--- config.mk ---
export PLATFORM = sky130hd
export DESIGN_NAME = ysyx_23060221_ifu
export DESIGN_NICKNAME = d
export VERILOG_FILES = /design/src/rtl/ysyx_23060221_ifu.sv
export SDC_FILE = /design/constraint.sdc
export NUM_CORES = 1
export LEC_CHECK = 0
export BUFFER_PORTS_ARGS = -buffer_cell sky130_fd_sc_hd__buf_2
export CAP_MARGIN = 20
export CELL_PAD_IN_SITES_DETAIL_PLACEMENT = 1
export CELL_PAD_IN_SITES_GLOBAL_PLACEMENT = 1
export CORE_ASPECT_RATIO = 0.8
export CORE_MARGIN = 1
export CORE_UTILIZATION = 34
export CTS_BUF_LIST = sky130_fd_sc_hd__clkbuf_4
export DETAILED_ROUTE_END_ITERATION = 10
export GPL_TIMING_DRIVEN = 0
export HOLD_SLACK_MARGIN = 0.1
export PLACE_DENSITY = 0.83
export SKIP_CTS_REPAIR_TIMING = 1
export SLEW_MARGIN = 5
export SYNTH_ARGS = -nofsm -noshare
export SYNTH_HDL_FRONTEND = slang
export SYNTH_SLANG_ARGS = --single-unit
--- constraint.sdc ---
create_clock -name clk -period 2 [get_ports clk]
set_input_delay 0.6 -clock clk [delete_from_list [all_inputs] [get_ports clk]]
set_output_delay 0.6 -clock clk [all_outputs]
set_load 0.05 [all_outputs]
--- src/rtl/ysyx_23060221_ifu.sv ---
// Instruction fetch unit: accepts a PC from WBU, fetches one word over AXI4-Lite read, hands it to IDU.
// Optional feature macro IFU_PERF_EN adds perf_fetch_cnt / perf_stall_cnt outputs.
module ysyx_23060221_ifu #(
  parameter int                ADDR_W     = 32,
  parameter int                DATA_W     = 32,
  parameter logic [DATA_W-1:0] FAULT_INST = 32'h00000013
) (
  input  logic              clk,
  input  logic              rst_n,
  input  logic [ADDR_W-1:0] pc,
  input  logic              WBU_valid,
  output logic              IFU_ready,
  output logic [ADDR_W-1:0] araddr,
  output logic              arvalid,
  input  logic              arready,
  input  logic [DATA_W-1:0] rdata,
  input  logic [1:0]        rresp,
  input  logic              rvalid,
  output logic              rready,
  output logic [DATA_W-1:0] inst,
  output logic [ADDR_W-1:0] inst_pc,
  output logic              inst_fault,
  output logic              IFU_valid,
  input  logic              IDU_ready
`ifdef IFU_PERF_EN
  ,
  output logic [31:0]       perf_fetch_cnt,
  output logic [31:0]       perf_stall_cnt
`endif
);

  typedef enum logic [1:0] {S_IDLE, S_AR, S_R, S_OUT} state_t;

  state_t            r_state;
  logic [ADDR_W-1:0] r_pc;
  logic [DATA_W-1:0] r_inst;
  logic              r_fault;
  logic              w_pc_aligned;
  logic              w_resp_err;

  assign w_pc_aligned = (pc[1:0] == 2'b00);
  assign w_resp_err   = (rresp != 2'b00);

  // Every output is a pure decode of state/registers, so no input reaches an output combinationally.
  assign IFU_ready  = (r_state == S_IDLE);
  assign arvalid    = (r_state == S_AR);
  assign rready     = (r_state == S_R);
  assign IFU_valid  = (r_state == S_OUT);
  assign araddr     = r_pc;
  assign inst_pc    = r_pc;
  assign inst       = r_inst;
  assign inst_fault = r_fault;

  always_ff @(posedge clk or negedge rst_n) begin
    if (!rst_n) begin
      r_state <= S_IDLE;
      r_pc    <= '0;
      r_inst  <= FAULT_INST;
      r_fault <= 1'b0;
    end else begin
      case (r_state)
        S_IDLE: begin
          if (WBU_valid) begin
            r_pc <= pc;
            if (w_pc_aligned) begin
              r_state <= S_AR;
            end else begin
              // Misaligned PC never touches the bus; report it straight to IDU as a fault.
              r_state <= S_OUT;
              r_inst  <= FAULT_INST;
              r_fault <= 1'b1;
            end
          end
        end
        S_AR: begin
          if (arready) r_state <= S_R;
        end
        S_R: begin
          if (rvalid) begin
            r_inst  <= w_resp_err ? FAULT_INST : rdata;
            r_fault <= w_resp_err;
            r_state <= S_OUT;
          end
        end
        S_OUT: begin
          if (IDU_ready) r_state <= S_IDLE;
        end
        default: r_state <= S_IDLE;
      endcase
    end
  end

`ifdef IFU_PERF_EN
  always_ff @(posedge clk or negedge rst_n) begin
    if (!rst_n) begin
      perf_fetch_cnt <= '0;
      perf_stall_cnt <= '0;
    end else begin
      if (r_state == S_OUT && IDU_ready)        perf_fetch_cnt <= perf_fetch_cnt + 32'd1;
      if (r_state == S_AR || r_state == S_R)    perf_stall_cnt <= perf_stall_cnt + 32'd1;
    end
  end
`endif

endmodule
-- Word-level counts from Yosys, hierarchy flattened
Index checks and enable logic that the tools add are counted.
- muxes and demuxes: 15
- equality and inequality tests: 8
- reductions and logical operators: 7
- operator list (cell ; count):
    $mux W32 ; 4
    $pmux W32 S2 ; 1
    $mux W2 ; 5
    $pmux W2 S4 ; 1
    $reduce_and A4 Y1 ; 2
    $ne A2 B2 Y1 const B ; 3
    $eq A2 B2 Y1 const B ; 2
    $logic_not A2 Y1 ; 2
    $ne A2 B1 Y1 const B ; 2
    $reduce_bool A2 Y1 ; 2
    $mux W1 ; 3
    $eq A2 B1 Y1 const B ; 1
    $pmux W1 S2 ; 1
    $reduce_and A2 Y1 ; 1
- bits in registers: 67
- word-level logic and storage cells: 34

-- Depth between registers and ports, before layout
Gate-level depths: netlist (run 1).
- depth in word-level cells: 4
- gate-level depth with buffers: 6

-- Worst setup path after synthesis (run 1)
Ideal clock, no wire load.
- path type: register to register
- start: reg r_state[0]
- end: reg r_inst[10] (netlist: inst[10])
- period minus slack after synthesis: 2.037 ns
- path slack: -0.037 ns
- path buffers: 1
- setup time: 0.067 ns
- cell stages (with the launch flop): 7
- arrival: 1.970 ns
- data required time: 1.933 ns
- cell sequence: dfrtp_1 -> inv_1 -> ha_1 -> nand4bb_1 -> a211oi_4 -> buf_6 -> a22o_1
- longest elaborated chain between the ends: 3
- RTL lines (element ; line ; RTL):
    start: declaration ; 34 ; state_t r_state;
    start signal: assignment ; 56 ; r_state <= S_IDLE;
    start signal: assignment ; 66 ; r_state <= S_AR;
    start signal: assignment ; 69 ; r_state <= S_OUT;
    $eq A2 B2 Y1 * ; -- ;
    net rready ; 19 ; output logic rready,
    $ne A2 B2 Y1 (no source line) or $reduce_bool A2 Y1 (tied branches) ; -- ;
    $reduce_and A4 Y1 (no source line) ; -- ;
    end signal: assignment ; 80 ; r_inst <= w_resp_err ? FAULT_INST : rdata;
    end: declaration ; 36 ; logic [DATA_W-1:0] r_inst;
Mark *: on every way through the listed nets, which the timed path passes. The rest lies on a longest branch.
A chain may end at the register's enable or synchronous reset.

-- Final worst setup path (run 1)
- start: reg r_state[0]
- end: out rready
- longest elaborated chain between the ends: 1
- RTL lines (element ; line ; RTL):
    $eq A2 B2 Y1 ; 47 ; assign rready = (r_state == S_R);
    end: declaration ; 19 ;
Every way passes these cells.

==> results of run 1 <==
[placed cells by master, fill, tap and decap left out, drive strengths merged, types with 2 or more instances in the layout]
cell,n
inv,10
dfrtp,64
nor2b,2
a22o,29
clkinvlp,2
ha,5
a21oi,2
clkbuf,10
a22oi,3
clkinv,4
buf,213
mux2,33
nor2,2
dfstp,3
[flip-flops by register name (all words and copies together), names as in the netlist]
| signal | count |
|---|---|
| araddr | 32 |
| inst | 32 |
| r_state | 2 |
| inst_fault | 1 |
[layout make-up]
class / instances / area [um^2] / share of cell area
Sequential cell: 67 / 1680 / 0.415
Multi-Input combinational cell: 85 / 886 / 0.219
Timing Repair Buffer: 172 / 882 / 0.218
Buffer: 41 / 323 / 0.0797
Tap cell: 108 / 135 / 0.0333
Clock buffer: 10 / 75.1 / 0.0185
Inverter: 10 / 37.5 / 0.00926
Clock inverter: 6 / 32.5 / 0.00803
[routing by layer]
metal | share of wire | global-route usage | vias up
met4 | 0.010 | 0.0615 | 0
met3 | 0.072 | 0.0505 | 8
li1 | - | - | 1048
met5 | 0 | 0 | -
met1 | 0.42 | 0.210 | 1090
met2 | 0.50 | 0.291 | 106
[cells by family after synthesis]
family          synth area share
compound gates             0.126
fa+ha+maj                 0.0216
buf+inv                    0.124
flops                      0.580
mux                        0.132
simple gates              0.0168
[final timing paths]
check	depth (start not counted)	start	to	slack (ps)
max	3	r_state[0]	rready	70
min	1	rst_n	inst[20]	280
max reg2reg	6	r_state[0]	inst[29]	160
min reg2reg	2	inst[0]	inst[0]	480
max in group asynchronous	1	rst_n	araddr[0]	1130
min in group clk	3	rdata[0]	inst[0]	410
[stage by stage]
step / hold slack [ps] / utilization / instances / worst slack [ps] / TNS (ps)
5_1_grt: 323 / 0.501 / 499 / -1.81 / -3.54
3_5_place_dp: 464 / 0.482 / 483 / 84.9 / 0
3_3_place_gp: 459 / 0.482 / 483 / 59.5 / 0
2_1_floorplan: 304 / - / 203 / -2.52 / -2.52
4_1_cts: 311 / 0.495 / 499 / -127 / -242
6_report: 283 / 0.501 / 499 / 74.8 / 0
==> metrics.yaml, run 1 <==
period_share: 0.963
syn_area_per_cell_um2: 14.3
syn-num-nets: 280
status: "finished clean"
yosys_warnings: 0
clockBufferDepth: 2
drive_above_1_share: 0.706
syn2layout_area_growth_pct: 39.8
maxSlewHeadroom: 0.436
setup_violations: 0
clk_pin_slew_ps: 110
synth.distinct_cells: 23
path_class: "reg2out"
dieWidth_um: 105
cp_max_fo: 5
cts_tree: "done"
pin_count: 173
grt_pass1_vias: 2331
place_congestion: 0.707
cts_sinks: 67
worstMarginPinSlew_ps: 847
drv_slew: 0
synth_area_mm2: 0.00290
fin_skew_ps: 12.0
clk_latency_ps: 390
initial_core_util: 0.358
dr.pass1.iters: 4
cts_buffers: 9
cp.required_ps: 1400
synth-seq-cells: 67
nNetsFinal: 463
core_area_mm2: 0.00809
timing.final.crit_period_ps: 1930
dpl-instance-area_mm2: 0.00390
cts_max_level: 3
drc: 0
critical_path.endpoint_type: "output pin"
hp-class: "in2async"
cp.arrival_ps: 1330
ys_top_cells_by_area: "dfrtp_1, mux2_2, buf_4"
root_buffer: "clkbuf_4"
vias: 2252
wire_per_inst_um: 14.9
diodes: 0
wirelength_um: 7450
fin_area_mm2: 0.00405
hpwl_um: 5730
drt-vias-per-instance: 4.51
startpoint_type: "flop"
antenna_found_initial: 0
crit_chain: "inv_2 > ha_4 > buf_6"
dieArea_mm2: 0.00890
synth_common_cells: "dfrtp_1, mux2_2, buf_4"
max_clock_freq_mhz: 519
overflow: 0
synth_top_area_frac: 0.552
grt_usage: 0.172
synth_top_area_cell: "dfrtp_1"
grt_max_degree: 68
fillers: 922
critical_path.slowest_cell: "dfrtp_1"
antenna_left: 0
grt_pass1_wl_um: 11800
crit_buf_inv: 2
cap_viol_max_count: 0
ys_seq_area_frac: 0.580
yosysMostFrequentCell: "dfrtp_1"
synth-edff-count: 0
fp.dieH_um: 84.6
crit_family: "flip-flops"
syn_inst: 203
synth-main-ff-cell: "dfrtp_1"
portBuffers: 172
rows: 29
hold_violations: 0
drtIter0Drc: 62
async_flop_share: 1.00
max_stage_delay_ps: 440
Power of run 1 is left out: the tool's default activity adds up to more than one toggle a clock period on the data nets, which glitch-free logic cannot reach.
==> inputs of run 2 (changes only) <==
--- a/config.mk
+++ b/config.mk
@@ -7,16 +7,16 @@
 export LEC_CHECK = 0
 export BUFFER_PORTS_ARGS = -buffer_cell sky130_fd_sc_hd__buf_2
 export CAP_MARGIN = 20
-export CELL_PAD_IN_SITES_DETAIL_PLACEMENT = 1
-export CELL_PAD_IN_SITES_GLOBAL_PLACEMENT = 1
+export CELL_PAD_IN_SITES_DETAIL_PLACEMENT = 0
+export CELL_PAD_IN_SITES_GLOBAL_PLACEMENT = 2
 export CORE_ASPECT_RATIO = 0.8
 export CORE_MARGIN = 1
-export CORE_UTILIZATION = 34
+export CORE_UTILIZATION = 27
 export CTS_BUF_LIST = sky130_fd_sc_hd__clkbuf_4
 export DETAILED_ROUTE_END_ITERATION = 10
 export GPL_TIMING_DRIVEN = 0
 export HOLD_SLACK_MARGIN = 0.1
-export PLACE_DENSITY = 0.83
+export PLACE_DENSITY = 0.82
 export SKIP_CTS_REPAIR_TIMING = 1
 export SLEW_MARGIN = 5
 export SYNTH_ARGS = -nofsm -noshare
==> metrics.yaml, run 2 (same netlist as run 1, synthesis figures left out) <==
grt_pass1_vias: 2056
dieWidth_um: 118
cp.arrival_ps: 1300
antenna_found_initial: 0
grt_usage: 0.127
core_area_mm2: 0.0104
cts_sinks: 67
dr.pass1.iters: 7
cp.required_ps: 1400
dieArea_mm2: 0.0112
timing.final.crit_period_ps: 1900
maxSlewHeadroom: 0.439
initial_core_util: 0.280
max_clock_freq_mhz: 526
cap_viol_max_count: 0
nNetsFinal: 466
root_buffer: "clkbuf_4"
path_class: "reg2out"
clk_latency_ps: 420
fp.dieH_um: 94.7
post-place-cells: 515
grt_max_degree: 68
critical_path.endpoint_type: "output pin"
fin_skew_ps: 13.5
final_cell_count_no_fill: 534
drv_slew: 0
drt-vias-per-instance: 4.14
syn2layout_area_growth_pct: 44.6
place_congestion: 0.686
cts_tree: "done"
status: "finished clean"
wire_per_inst_um: 13.0
portBuffers: 172
hold_violations: 0
hpwl_um: 5180
diodes: 0
final_common_cell: "buf_2"
hp-class: "in2async"
wirelength_um: 6970
rows: 33
final_core_util: 0.404
period_share: 0.951
holdWs_ps: 260
cp_max_fo: 5
vias: 2213
mostFrequentLayoutCells: "buf_2, dfrtp_1, buf_4"
drc: 0
clk_pin_slew_ps: 130
fin_tns_setup_ps: 0
cts_max_level: 3
setup_violations: 0
overflow: 0
clockBufferDepth: 2
antenna_left: 0
startpoint_type: "flop"
pin_count: 173
cts_buffers: 9
drtIter0Drc: 90
grt_pass1_wl_um: 10800
worstMarginPinSlew_ps: 841
drive_above_1_share: 0.713
[run 2: cell types whose count changed in the layout (fill, tap and decap cells not counted), sizes merged]
cell,previous run,this run
buf,213,216
clkinv,4,3
bufinv,0,2
clkinvlp,2,1
[run 2: path summary, 6_finish.rpt]
kind | cells after the start | end | slack [ps] | startpoint
worst max register to register | 6 | inst[21] | 180 | r_state[0]
max in group asynchronous | 1 | r_state[1] | 1120 | rst_n
worst max-delay path | 3 | rready | 100 | r_state[0]
worst min-delay path | 1 | araddr[13] | 260 | rst_n
worst min register to register | 2 | inst[0] | 470 | inst[0]
min in group clk | 2 | inst[10] | 390 | rdata[10]
[run 2: layout make-up]
cell class | instances | area, um^2
clock buffer | 10 | 75.1
buffer | 41 | 323
timing repair buffer | 175 | 911
multi-input combinational | 85 | 896
sequential | 67 | 1680
inverter | 10 | 40.0
fill | 1007 | 6170
clock inverter | 6 | 90.1
tap | 140 | 175
[run 2: stage by stage]
step	worst slack, ps	area, um^2
after floorplan	-2.52	2900
after global placement	-3.25	3940
after detailed placement	88.6	3940
after CTS	-150	4110
after global routing	-15.7	4190
final	98.5	4190
[run 2: critical path: stages, from the launching register on]
cell and delay [ps]:
dfrtp_1 430, inv_2 130, ha_4 170, buf_6 160
[run 2: layer usage]
layer  up-vias  global-route usage  share of wire
met5         -                   0              0
met4         0              0.0395          0.012
met3         7              0.0592          0.083
met2       108               0.195           0.47
met1      1044               0.159           0.44
li1       1054                   -              -
Power of run 2 is left out for the same reason.
